[src/rtl/dot_product_seq_ctrl.sv]
// dot_product_seq_ctrl
//   Sequencer and result collector for the 4-lane 8x8 signed dot-product
//   datapath. It accepts a length command and streams operand beats into the
//   datapath with first/last framing. Non-handshake cycles feed zero operands.
//   Results are collected in a credit-protected first-word-fall-through FIFO.
//
// Ports
//   i_clk, i_reset            clock, synchronous active-high reset
//   i_cmd_len/valid, o_cmd_ready  vector length command (beats)
//   i_op_a/b/valid, o_op_ready    operand beat stream
//   o_dp_a/b/first/last       registered drive to the datapath
//   i_dp_sum/valid            datapath result
//   o_res_sum/valid, i_res_ready  result FIFO head
//   o_busy                    streaming, or results still owed
//   o_err_overflow            sticky: result arrived with the FIFO full and no pop
module dot_product_seq_ctrl #(
    parameter int unsigned N         = 8,
    parameter int unsigned M         = 4,
    parameter int unsigned S         = 48,
    parameter int unsigned LEN_W     = 12,
    parameter int unsigned RES_DEPTH = 4,
    parameter int unsigned LATENCY   = 6
) (
    input  logic             i_clk,
    input  logic             i_reset,
    input  logic [LEN_W-1:0] i_cmd_len,
    input  logic             i_cmd_valid,
    output logic             o_cmd_ready,
    input  logic [M*N-1:0]   i_op_a,
    input  logic [M*N-1:0]   i_op_b,
    input  logic             i_op_valid,
    output logic             o_op_ready,
    output logic [M*N-1:0]   o_dp_a,
    output logic [M*N-1:0]   o_dp_b,
    output logic             o_dp_first,
    output logic             o_dp_last,
    input  logic [S-1:0]     i_dp_sum,
    input  logic             i_dp_valid,
    output logic [S-1:0]     o_res_sum,
    output logic             o_res_valid,
    input  logic             i_res_ready,
    output logic             o_busy,
    output logic             o_err_overflow
);

    localparam int unsigned CW = $clog2(RES_DEPTH + 1);
    localparam int unsigned PW = (RES_DEPTH > 1) ? $clog2(RES_DEPTH) : 1;
    localparam int unsigned DW = $clog2(LATENCY + 2);

    typedef enum logic {
        IDLE,
        STREAM
    } state_t;

    state_t           state, state_nx;
    logic [LEN_W-1:0] remaining, remaining_nx;
    logic             first_pending, first_pending_nx;
    logic [CW-1:0]    reserved;
    logic [DW-1:0]    drain;

    logic [S-1:0]     fifo_mem [RES_DEPTH];
    logic [PW-1:0]    rd_ptr, wr_ptr;
    logic [CW-1:0]    count;

    logic draining, fifo_full, fifo_empty;
    logic cmd_take, op_hs, push, pop, push_ok;

    function automatic logic [PW-1:0] ptr_inc(input logic [PW-1:0] p);
        return (p == PW'(RES_DEPTH - 1)) ? '0 : p + 1'b1;
    endfunction

    assign draining   = (drain != '0);
    assign fifo_full  = (count == CW'(RES_DEPTH));
    assign fifo_empty = (count == '0);

    assign op_hs   = (state == STREAM) && i_op_valid;
    // Results still in flight from an aborted vector are dropped until the
    // drain counter expires.
    assign push    = i_dp_valid && !draining;
    assign pop     = !fifo_empty && i_res_ready;
    assign push_ok = push && (!fifo_full || pop);

    assign o_res_valid = !fifo_empty;
    assign o_res_sum   = fifo_empty ? '0 : fifo_mem[rd_ptr];
    assign o_busy      = (state == STREAM) || (reserved != '0);

    always_comb begin
        state_nx         = state;
        remaining_nx     = remaining;
        first_pending_nx = first_pending;
        o_cmd_ready      = 1'b0;
        o_op_ready       = 1'b0;
        cmd_take         = 1'b0;
        case (state)
            IDLE: begin
                o_cmd_ready = !draining && (reserved < CW'(RES_DEPTH));
                // A zero-length command is consumed without taking a credit.
                if (o_cmd_ready && i_cmd_valid && (i_cmd_len != '0)) begin
                    remaining_nx     = i_cmd_len;
                    first_pending_nx = 1'b1;
                    cmd_take         = 1'b1;
                    state_nx         = STREAM;
                end
            end
            STREAM: begin
                o_op_ready = 1'b1;
                if (i_op_valid) begin
                    remaining_nx     = remaining - 1'b1;
                    first_pending_nx = 1'b0;
                    if (remaining == LEN_W'(1)) state_nx = IDLE;
                end
            end
            default: state_nx = IDLE;
        endcase
    end

    always_ff @(posedge i_clk) begin
        if (i_reset) begin
            state          <= IDLE;
            remaining      <= '0;
            first_pending  <= 1'b0;
            reserved       <= '0;
            drain          <= DW'(LATENCY + 1);
            o_dp_a         <= '0;
            o_dp_b         <= '0;
            o_dp_first     <= 1'b0;
            o_dp_last      <= 1'b0;
            rd_ptr         <= '0;
            wr_ptr         <= '0;
            count          <= '0;
            o_err_overflow <= 1'b0;
        end else begin
            state         <= state_nx;
            remaining     <= remaining_nx;
            first_pending <= first_pending_nx;

            if (draining) drain <= drain - 1'b1;

            // The datapath accumulates every cycle, so idle cycles carry zeros.
            if (op_hs) begin
                o_dp_a     <= i_op_a;
                o_dp_b     <= i_op_b;
                o_dp_first <= first_pending;
                o_dp_last  <= (remaining == LEN_W'(1));
            end else begin
                o_dp_a     <= '0;
                o_dp_b     <= '0;
                o_dp_first <= 1'b0;
                o_dp_last  <= 1'b0;
            end

            case ({cmd_take, pop})
                2'b10:   reserved <= reserved + 1'b1;
                2'b01:   reserved <= reserved - 1'b1;
                default: reserved <= reserved;
            endcase

            if (push_ok) wr_ptr <= ptr_inc(wr_ptr);
            if (pop)     rd_ptr <= ptr_inc(rd_ptr);
            if (push_ok && !pop)      count <= count + 1'b1;
            else if (!push_ok && pop) count <= count - 1'b1;

            if (push && fifo_full && !pop) o_err_overflow <= 1'b1;
        end
    end

    always_ff @(posedge i_clk) begin
        if (!i_reset && push_ok) fifo_mem[wr_ptr] <= i_dp_sum;
    end

    a_no_credit_underflow: assert property (@(posedge i_clk) disable iff (i_reset)
        pop |-> (reserved != '0));
    a_no_credit_overflow: assert property (@(posedge i_clk) disable iff (i_reset)
        reserved <= CW'(RES_DEPTH));

endmodule

[config.mk]
export PLATFORM = sky130hd
export DESIGN_NAME = dot_product_seq_ctrl
export DESIGN_NICKNAME = d
export VERILOG_FILES = /design/src/rtl/dot_product_seq_ctrl.sv
export SDC_FILE = /design/constraint.sdc
export NUM_CORES = 1
export LEC_CHECK = 0
export BUFFER_PORTS_ARGS = -buffer_cell sky130_fd_sc_hd__buf_2
export CAP_MARGIN = 0
export CORE_MARGIN = 4
export CORE_UTILIZATION = 42
export DETAILED_ROUTE_END_ITERATION = 10
export PLACE_DENSITY_LB_ADDON = 0.15
export SYNTH_ARGS = -nofsm -noshare
export SYNTH_HDL_FRONTEND = slang
export SYNTH_SLANG_ARGS = --single-unit
[constraint.sdc]
create_clock -name i_clk -period 2.9 [get_ports i_clk]
set_input_delay 0 -clock i_clk [delete_from_list [all_inputs] [get_ports i_clk]]
set_output_delay 0 -clock i_clk [all_outputs]
set_load 0.01 [all_outputs]
# --- After elaboration in Yosys (flattened, before gate mapping) ---
# Memories as Yosys holds them, arrays and structs flattened. A register that Yosys moved wholly into a read port is not among the register bits.
# Cells that the tools add are included.
totals:
  mem_count: 1
  output_inout_bits: 119
  elab_cells: 84
  in_bits: 130
  ram_bits: 192
  reg_bits: 94
op_classes:
  magnitude_cmp: 1
  n_addsub: 8
  eq_ne: 8
  mux: 23
  reduce_logical: 28
  n_bitwise: 2
memory_table:
  columns: ["memory", "words", "word_bits", "read_ports", "rd_ports_with_merged_regs", "write_ports", "line", "rtl"]
  rows:
  - ["fifo_mem", 4, 48, 1, 1, 1, "61", "logic [S-1:0] fifo_mem [RES_DEPTH];"]
op_table:
  columns: ["cell", "n"]
  rows:
  - ["$mux 48", 1]
  - ["$mux 12", 2]
  - ["$pmux 12 s2", 1]
  - ["$eq 12x1->1 const B", 1]
  - ["$logic_and 1x1->1", 12]
  - ["$reduce_bool 12->1", 1]
  - ["$sub 12x1->12 const B", 1]
  - ["$mux 1", 10]
  - ["$sub 3x1->3 const B", 3]
  - ["$mux 2", 4]
  - ["$add 3x1->3 const B", 2]
  - ["$eq 2x2->1 const B", 3]
  - ["$logic_not 1->1", 6]
  - ["$mux 3", 2]
  - ["$pmux 3 s2", 1]
  - ["$reduce_bool 3->1", 2]
  - ["$add 2x1->2 const B", 2]
  - ["$ne 2x2->1 const B", 2]
  - ["$pmux 1 s2", 2]
  - ["$reduce_bool 2->1", 2]
  - ["$eq 3x3->1 const B", 1]
  - ["$logic_not 3->1", 1]
  - ["$lt 3x3->1 const B", 1]
  - ["$eq 2x1->1 const B", 1]
  - ["other kinds (4)", 6]

# --- Depth between registers and ports, before layout ---
# Gate-level depths: netlist of run 1.
logic_depth:
  word_depth: 9
  depth_mapped: 11

# --- Worst setup path after synthesis of run 1 ---
# Ideal clock, no wire load.
synth_timing:
  path_kind: "register -> register"
  start: "register drain[0]"
  end: "memory fifo_mem[3][0] (enable)"
  synth_period_minus_slack_ns: 2.648
  arrival_time_ns: 2.237
  path_stages_with_launch: 7
  required_time_ns: 2.490
  path_slack_ns: 0.252
  path_buffers: 0
  cell_sequence: "dfxtp_1 inv_1 ha_1 nor2b_2 nand2_1 nor3_1 and2_1"
synth_between:
  elab_chain_cells: 7
synth_lines:
  columns: ["item", "line", "rtl"]
  rows:
  - ["start, declared", "59", "logic [DW-1:0] drain;"]
  - ["start signal, assigned", "123", "drain <= DW'(LATENCY + 1);"]
  - ["start signal, assigned", "137", "if (draining) drain <= drain - 1'b1;"]
  - ["$reduce_bool 3->1", "72", "assign draining = (drain != '0);"]
  - ["$logic_not 1->1", "79", "assign push = i_dp_valid && !draining;"]
  - ["$logic_and 1x1->1", "79", null]
  - ["$logic_and 1x1->1", "81", "assign push_ok = push && (!fifo_full || pop);"]
  - ["$logic_and 1x1->1", "168", "if (!i_reset && push_ok) fifo_mem[wr_ptr] <= i_dp_sum;"]
  - ["$mux 1", "168", null]
  - ["$mux 1 (not written as such)", "168", null]
  - ["end, declared", "61", null]
# No other way between the ends.

# --- Final worst setup path of run 1 ---
layout_timing:
  start: "register drain[0]"
  end: "register count[2]"
layout_between:
  elab_chain_cells: 7
  elab_cells_between_ends: 9
layout_lines:
  columns: ["item", "line", "rtl"]
  rows:
  - ["$reduce_bool 3->1 *", "72", null]
  - ["$logic_not 1->1 *", "79", null]
  - ["$logic_and 1x1->1 *", "79", null]
  - ["$logic_and 1x1->1 *", "81", null]
  - ["$logic_not 1->1", "161", "else if (!push_ok && pop) count <= count - 1'b1;"]
  - ["$logic_and 1x1->1", "161", null]
  - ["$reduce_bool 2->1 (no source line)", null, null]
  - ["end signal, assigned", "160", "if (push_ok && !pop) count <= count + 1'b1;"]
  - ["end signal, assigned", "161", null]
  - ["end, declared", "63", "logic [CW-1:0] count;"]
# Mark *: on every way between the ends. The rest lies on a longest branch, timed or not.
# A chain may end at the register's enable or synchronous reset.

==> impl_metrics.ini, run 1 <==
[setup_path]
cp.required_ns = 3.37
crit_family = simple AND/OR/NAND/NOR gates
end_kind = flip-flop
path_max_fanout = 5
cp_num_buf_inv = 2
critical_path_arrival_ns = 2.99
critPathKind = flip-flop to flip-flop
path_cells = inv_1, ha_1, nor2b_2, nand2_1, nor2_1, ha_1, inv_1, fa_1, xor2_1, or3_1, a21oi_1
cp_slowest_stage_delay_ns = 0.38
cpMaxStageDelayCell = fa_1
start_kind = flip-flop
reg2reg_slack_ns = 0.37

[clock_network]
cts_max_level = 1
cts.sinks = 288
clockRootBuffer = clkbuf_16
cts.reportedPaths.clkPinSlew_ns = 0.06
cts_tree = yes
clk_latency_ns = 0.53
cts_max_path_buffers = 3
cts_made_buffers = 30

[routing]
drt_wl_total_mm = 24.70
drc_errors = 0
routedWlPerCell_microns = 17.69
drt_pass1_iterations = 4
vias_per_cell = 4.796
vias = 6695
ant_nets = 0
drtIter0Drc = 361

[final_layout]
drive_above_1_share_pct = 35.46
layout.nets = 1186
diodes = 0
final_cell_area_sq_um = 14700
area_delta_synth_final_pct = 37.24

[sta]
tns_ns = 0
drv_slew = 0
skew_ns = 0.009257
rsz0062_at_grt = no
worstMarginPinSlew_ns = 1.127
fmax_mhz = 395.7
min_period_over_period_pct = 87.15
final-setup-viol-count = 0
period_needed_ns = 2.527
slew_headroom_pct = 24.86
finalHoldViolations = 0

[pwr]
p_leak_nw = 5.758
ir_drop_v = 0.0004849
cellPowerDensity_nw_per_um2 = 723.5

[global_route]
overflow = 0
grt_util_all_layers_pct = 17.50
grt_pass1_wl_mm = 39.54
grt_pass1_vias = 7249
antenna_found_initial = 1
grt_max_degree = 66

[place]
placed_cell_area_sq_um = 12410
gp_congestion = 0.7429
place_hpwl_mm = 14.98
portBuffers = 248

[synthesis]
synth_top_cell_by_area = edfxtp_1
synth_cell_types = 47
yosysMostFrequentCell = edfxtp_1
synth_area_sq_um = 10710
yosys_warnings = 0
synth-seq-cells = 288
synth_common_cells = edfxtp_1, and2_1, dfxtp_1
syn_area_per_cell_sq_um = 16.52
synthCells = 648
synthesis.nets = 791
synth_top_cell_area_share_pct = 53.84
ys_async_sr_fraction_pct = 0
synth_edf_count = 192
synth_area_leaders = edfxtp_1, dfxtp_1, mux4_2
synth_seq_area_share_pct = 71.79
synth_top_flop_cell = edfxtp_1

[floorplanning]
start_util_pct = 42.65
rows = 58
die_h_microns = 167.7
core_sq_um = 25110
fp.dieArea_sq_um = 28110
design.portCount = 249
fp.dieW_microns = 167.7

[outcome]
status = completed

[worst_hold_path]
hold_class = primary input to flip-flop

[flow_run]
drv_cap = 0
[cell usage in the layout, fill, tap and decap left out, drive strengths merged, types with 2 or more instances in the layout]
master / netlist / layout
or2b: 2 / 2
inv: 15 / 15
nand3: 5 / 5
and2: 117 / 117
fa: 2 / 2
nand2: 14 / 14
o32ai: 3 / 3
or4: 2 / 2
mux2i: 4 / 4
xnor2: 2 / 2
nor2: 20 / 20
clkbuf: 22 / 39
a211o: 2 / 2
dlygate4sd3: 0 / 131
nor3: 10 / 10
mux4: 48 / 48
edfxtp: 192 / 192
nor4: 5 / 5
or3b: 2 / 2
clkinvlp: 0 / 2
buf: 9 / 263
a21o: 5 / 5
o21ai: 10 / 10
nor2b: 2 / 2
clkinv: 0 / 13
a21oi: 25 / 25
or3: 4 / 4
nand2b: 4 / 4
xor2: 4 / 4
dfxtp: 96 / 96
nand4b: 2 / 2
ha: 11 / 11
[through the flow]
stage	worst slack [ns]	power, mW	utilization, %	hold WS [ns]	instances
finish	0.3728	10.63	58.53	0.1988	1396
global route	0.1591	11.19	58.53	0.1798	1396
CTS	0.3652	10.80	58.53	0.1665	1396
detailed placement	0.3692	6.974	49.43	0.2011	1210
global placement	0.4484	6.973	49.43	0.2000	1210
floorplan	0.2522	6.033	-	0.09887	648
[cells by family after synthesis]
kind of cell / synth area share, %
AOI/OAI and AO/OA: 2.898
xor gates and xnor gates: 0.4908
adders and majority gates: 1.659
buffers and inverters: 1.706
DFF: 71.79
muxes: 10.57
and+or+nand+nor: 10.88
[sequential cells by signal, indices dropped and copies added (netlist names), 2 cells and up, named ones only]
| name | count |
|---|---|
| count | 3 |
| drain | 3 |
| fifo_mem | 192 |
| o_dp_a | 32 |
| o_dp_b | 32 |
| rd_ptr | 2 |
| remaining | 12 |
| reserved | 3 |
| wr_ptr | 2 |
[metal layers]
layer / global-route usage, % / up-vias / share of wire (%)
met1: 22.27 / 3226 / 41
li1: - / 3190 / -
met5: 0 / - / 0.028
met3: 4.792 / 34 / 7.4
met4: 3.529 / 2 / 1.7
met2: 30.36 / 243 / 50
[tightest hold or removal path, cell delays in order]
cell and delay (ns):
dlygate4sd3_1 0.52, buf_2 0.09, and2_1 0.10
[layout make-up]
class	instances	area [sq um]
Tap cell	330	412.9
Inverter	15	56.30
Fill cell	1988	10410
Multi-Input combinational cell	314	2846
Clock inverter	16	105.1
Sequential cell	288	7692
Timing Repair Buffer	394	2715
Clock buffer	39	867.1
[power breakdown]
| group | switching, mW | internal [mW] | leakage [nW] |
|---|---|---|---|
| logic | 1.16 | 1.22 | 2.78 |
| registers | 0.144 | 4.43 | 2.50 |
| clock network | 1.50 | 2.18 | 0.480 |
[final timing paths]
path | start | to | cells after the start
max reg2reg | drain[0] | count[2] | 11
min reg2reg | first_pending | first_pending | 2
max | drain[0] | count[2] | 11
min | i_op_b[13] | o_dp_b[13] | 3
[repair_timing]
item,CTS,global route
endpoints found under the hold margin,282,0
buffers inserted,0,0
gates resized for setup,0,0
hold buffers,131,0
endpoints found under the setup margin,0,0
Note: power is estimated with default switching activity, not from simulation.
==> run 2: changes to the inputs <==
BUFFER_PORTS_ARGS = -buffer_cell sky130_fd_sc_hd__buf_4   (was -buffer_cell sky130_fd_sc_hd__buf_2)
CAP_MARGIN = not set   (was 0)
CORE_ASPECT_RATIO = 0.9   (was not set)
==> run 2 against run 1 <==
Maximum frequency shrank 2.4%. Critical path type unchanged. Highest routed layer is now met4. Sequential power is essentially flat. Routed wire length grew 2.5%.
==> impl_metrics.ini, run 2 (synthesized netlist as in run 1, its figures left out) <==
[sta]
fin_hold_ws_ns = 0.2050
skew_ns = 0.01141
rsz0062_at_grt = no
fmax_mhz = 386.2
min_period_over_period_pct = 89.28
tns_ns = 0
finalHoldViolations = 0
slew_headroom_pct = 53.10
period_needed_ns = 2.589
final-setup-viol-count = 0
worstMarginPinSlew_ns = 0.7035
drv_slew = 0

[place]
placed_cell_area_sq_um = 13030
portBuffers = 248
place_hpwl_mm = 15.49
gp_congestion = 0.7753
dp_cells = 1218

[global_route]
grt_max_degree = 66
grt_pass1_vias = 7650
grt_util_all_layers_pct = 17.83
overflow = 0
grt_pass1_wl_mm = 40.52
antenna_found_initial = 2

[pwr]
internal_power_mw = 8.267
p_leak_nw = 5.871
cellPowerDensity_nw_per_um2 = 723.4
pwr-share-clk_pct = 34.2
p_seq_share_pct = 41.0
power_switching_mw = 2.863
ir_drop_v = 0.0005045
fin_total_pwr_mw = 11.13
p_comb_share_pct = 24.8
swShare_pct = 25.72

[final_layout]
layout_common_cells = buf_4, edfxtp_1, dlygate4sd3_1
top_register = fifo_mem
area_delta_synth_final_pct = 43.69
layout.nets = 1185
instances_no_fill = 1410
largest_registers = fifo_mem: 192 flops, o_dp_a: 32 flops, o_dp_b: 32 flops
layout_commonest_cell = buf_4
final_cell_area_sq_um = 15390
drive_above_1_share_pct = 34.71
largest_reg_flops = 192

[setup_path]
path_max_fanout = 24
cpMaxStageDelayCell = a32oi_4
critical_path_arrival_ns = 3.07
cp_slowest_stage_delay_ns = 0.64
path_cells = inv_1, ha_1, nor2b_2, nor3b_2, a32oi_4, o21ai_1, a21oi_1, dlygate4sd3_1
critPathKind = flip-flop to flip-flop
crit_family = compound AO/OA/AOI/OAI gates
start_kind = flip-flop
end_kind = flip-flop
cp.required_ns = 3.38
cp_num_buf_inv = 2

[routing]
routedWlPerCell_microns = 17.96
drt_pass1_iterations = 4
drtIter0Drc = 363
drc_errors = 0
vias_per_cell = 4.862
ant_nets = 0
vias = 6856
drt_wl_total_mm = 25.33

[floorplanning]
rows = 55
fp.dieW_microns = 176.3
start_util_pct = 42.63
die_h_microns = 159.5
fp.dieArea_sq_um = 28120
design.portCount = 249
core_sq_um = 25120

[clock_network]
cts_max_level = 1
cts.reportedPaths.clkPinSlew_ns = 0.06
clk_latency_ns = 0.53
cts_made_buffers = 30
clockRootBuffer = clkbuf_16
cts_max_path_buffers = 3
cts.sinks = 288
cts_tree = yes

[outcome]
status = completed

[flow_run]
drv_cap = 0

[worst_hold_path]
hold_class = primary input to flip-flop
[run 2: cell type report]
| type | count | area (sq um) |
|---|---|---|
| Clock inverter | 18 | 186.4 |
| Antenna cell | 2 | 5.005 |
| Tap cell | 342 | 427.9 |
| Timing Repair Buffer | 393 | 3348 |
| Multi-Input combinational cell | 314 | 2858 |
| Fill cell | 1855 | 9732 |
| Sequential cell | 288 | 7692 |
| Clock buffer | 38 | 812.0 |
| Inverter | 15 | 56.30 |
[run 2: worst register-to-register path: cells and delay by family, from the launching register on]
family | cells | cell delay, ns
simple gates | 2 | 0.38
fa+ha+maj | 1 | 0.21
buf+inv | 2 | 0.62
compound gates | 3 | 1.01
flops | 1 | 0.32
[run 2: path summary, 6_finish.rpt]
path	start	end	slack [ns]	cells after the start
min	i_op_b[6]	o_dp_b[6]	0.20	3
max reg2reg	drain[0]	remaining[9]	0.31	8
max	drain[0]	remaining[9]	0.31	8
min reg2reg	first_pending	o_dp_first	0.48	1
[run 2: stage by stage]
step | utilization, % | setup slack (ns)
after floorplan | - | 0.2522
after global placement | 51.88 | 0.4659
after detailed placement | 51.88 | 0.3464
after CTS | 61.19 | 0.1073
after global routing | 61.26 | 0.08762
final | 61.26 | 0.3109
[run 2: power by group through the flow]
stage	logic [mW]	clock network, mW	registers [mW]
floorplan	1.48	0	4.55
global placement	2.65	0	4.65
detailed placement	2.68	0	4.66
CTS	2.84	3.92	4.57
global route	3.02	4.11	4.58
finish	2.76	3.81	4.56
[run 2: timing repair]
action | CTS | global route
setup endpoints to repair | 0 | 1
resized for setup | 0 | 1
setup buffers | 0 | 0
endpoints found under the hold margin | 287 | 0
hold buffers | 134 | 0
[run 2: per-layer routing]
metal | vias up | global-route usage, % | wire length, microns
met2 | 262 | 30.89 | 12700
met4 | 0 | 4.323 | 499
met3 | 44 | 5.294 | 2060
li1 | 3189 | - | -
met1 | 3361 | 22.03 | 10070
met5 | - | 0 | 0
==> run 3: changes to the inputs <==
--- a/config.mk
+++ b/config.mk
@@ -11,2 +11,3 @@
 export CORE_UTILIZATION = 42
+export CTS_CLUSTER_DIAMETER = 120
 export DETAILED_ROUTE_END_ITERATION = 10
==> constraint.sdc (replaced) <==
create_clock -name i_clk -period 3.3 [get_ports i_clk]
set_input_delay 0 -clock i_clk [delete_from_list [all_inputs] [get_ports i_clk]]
set_output_delay 0 -clock i_clk [all_outputs]
set_load 0.005 [all_outputs]
==> run 3 against run 2 <==
Via count decreased by 0.85%. First-iteration DRC count decreased by 17%. Sequential share of layout area increased by 0.32 points. Clock skew increased by 0.0030 ns. Core utilization decreased by 0.39 points. Cell count decreased by 0.14%. Non-clock buffer count decreased by 2. Critical endpoint is now o_res_sum[33].
==> impl_metrics.ini, run 3 (synthesized netlist as in run 1, its figures left out) <==
[outcome]
status = completed

[routing]
routedWlPerCell_microns = 17.84
ant_nets = 0
drc_errors = 0
vias = 6798
drtIter0Drc = 302
vias_per_cell = 4.828
drt_pass1_iterations = 5
drt_wl_total_mm = 25.12

[sta]
finalHoldViolations = 0
skew_ns = 0.01443
tns_ns = 0
worstMarginPinSlew_ns = 1.059
rsz0062_at_grt = no
fin_hold_ws_ns = 0.2010
period_needed_ns = 2.555
fin_ws_ns = 0.7447
slew_headroom_pct = 29.37
fmax_mhz = 391.3
final-setup-viol-count = 0
min_period_over_period_pct = 77.43
drv_slew = 0

[setup_path]
start_kind = flip-flop
cpMostUsedCell = buf_4
end_kind = output pin
worstReg2RegEnd = count[2]
path_cells = buf_4, mux4_2, and2_1, buf_4
cp.required_ns = 3.30
r2r-start = drain[0]
crit_family = flip-flops
reg2reg_slack_ns = 0.75
cpMaxStageDelayCell = dfxtp_4
critical_path_arrival_ns = 2.56
cp_slowest_stage_delay_ns = 0.82
path_max_fanout = 36
reg2reg_depth = 11
critPathKind = flip-flop to output pin
cp_num_buf_inv = 2

[pwr]
p_leak_nw = 5.833
cellPowerDensity_nw_per_um2 = 615.6
fin_total_pwr_mw = 9.411
ir_drop_v = 0.0003932

[worst_hold_path]
hold_class = primary input to flip-flop
holdCritStartpoint = i_op_b[27]
min_to = o_dp_b[27]
min_path_cells = 3

[clock_network]
cts_made_buffers = 30
clockRootBuffer = clkbuf_16
cts.sinks = 288
cts_max_level = 1
cts_max_path_buffers = 3
cts_tree = yes
cts.reportedPaths.clkPinSlew_ns = 0.06
clk_latency_ns = 0.54

[floorplanning]
die_h_microns = 159.5
fp.dieArea_sq_um = 28120
rows = 55
start_util_pct = 42.63
core_sq_um = 25120
design.portCount = 249
fp.dieW_microns = 176.3

[place]
place_hpwl_mm = 15.46
portBuffers = 248
pre_cts_ws_ns = 0.7340
dp_cells = 1217
gp_congestion = 0.7659

[global_route]
overflow = 0
grt_max_degree = 66
grt_pass1_wl_mm = 39.88
grt_pass1_vias = 7603
antenna_found_initial = 2
grt_util_all_layers_pct = 17.69

[final_layout]
drive_above_1_share_pct = 34.40
largest_registers = fifo_mem: 192 flops, o_dp_a: 32 flops, o_dp_b: 32 flops
largest_reg_flops = 192
top_register = fifo_mem
layout.nets = 1183
instances_no_fill = 1408
layout_commonest_cell = buf_4
layout_common_cells = buf_4, edfxtp_1, dlygate4sd3_1
area_delta_synth_final_pct = 42.78

[flow_run]
drv_cap = 0
## run 3: per-stage QoR
stage | instance area, sq um | utilization [%]
after floorplan | 10710 | -
after global placement | 13010 | 51.80
after detailed placement | 13010 | 51.80
after CTS | 15280 | 60.85
after global routing | 15290 | 60.87
final | 15290 | 60.87
## run 3: cell type report
| cell class | count | area (sq um) |
|---|---|---|
| Clock buffer | 50 | 887.1 |
| Multi-Input combinational cell | 314 | 2846 |
| Sequential cell | 288 | 7692 |
| Timing Repair Buffer | 391 | 3318 |
| Tap cell | 342 | 427.9 |
| Clock inverter | 6 | 55.05 |
| Fill cell | 1869 | 9829 |
| Antenna cell | 2 | 5.005 |
| Inverter | 15 | 56.30 |
## run 3: power by group
group | internal, mW | switching (mW) | leakage, nW
logic | 1.30 | 0.874 | 2.87
registers | 3.89 | 0.168 | 2.50
clock network | 1.90 | 1.28 | 0.460
## run 3: how the worst max path moves through the flow
stage | from | endpoint | slack (ns) | cells after the start
2_1_floorplan | drain[0] | fifo_mem[3][0] | 0.65 | 6
3_3_place_gp | drain[0] | count[2] | 0.86 | 11
3_5_place_dp | drain[0] | count[2] | 0.73 | 11
4_1_cts | flip-flop | o_res_sum[33] | 0.63 | 4
5_1_grt | flip-flop | o_res_sum[0] | 0.49 | 4
6_report | flip-flop | o_res_sum[33] | 0.74 | 4
## run 3: worst reg2reg max path, cell delays in order (launching register included)
cell and delay [ns]:
dfxtp_1 0.29, inv_1 0.10, ha_1 0.18, nor2b_2 0.25
nand2_1 0.11, nor2_1 0.22, ha_1 0.24, inv_1 0.06
fa_1 0.37, xor2_1 0.18, or3_1 0.32, a21oi_1 0.15
## run 3: routing by layer
layer	track usage, %	vias to the layer above	part of all wire, %	wire (microns)
li1	-	3191	-	-
met1	21.45	3318	40	10080
met2	31.50	249	51	12710
met3	4.796	40	7.3	1826
met4	4.181	0	2.0	511
met5	0	-	0	0
## run 3: what timing repair did
item                                   4_1_cts  5_1_grt
buffers inserted                             0        0
endpoints found under the hold margin      287        0
gates resized for setup                      0        0
hold buffers                               133        0
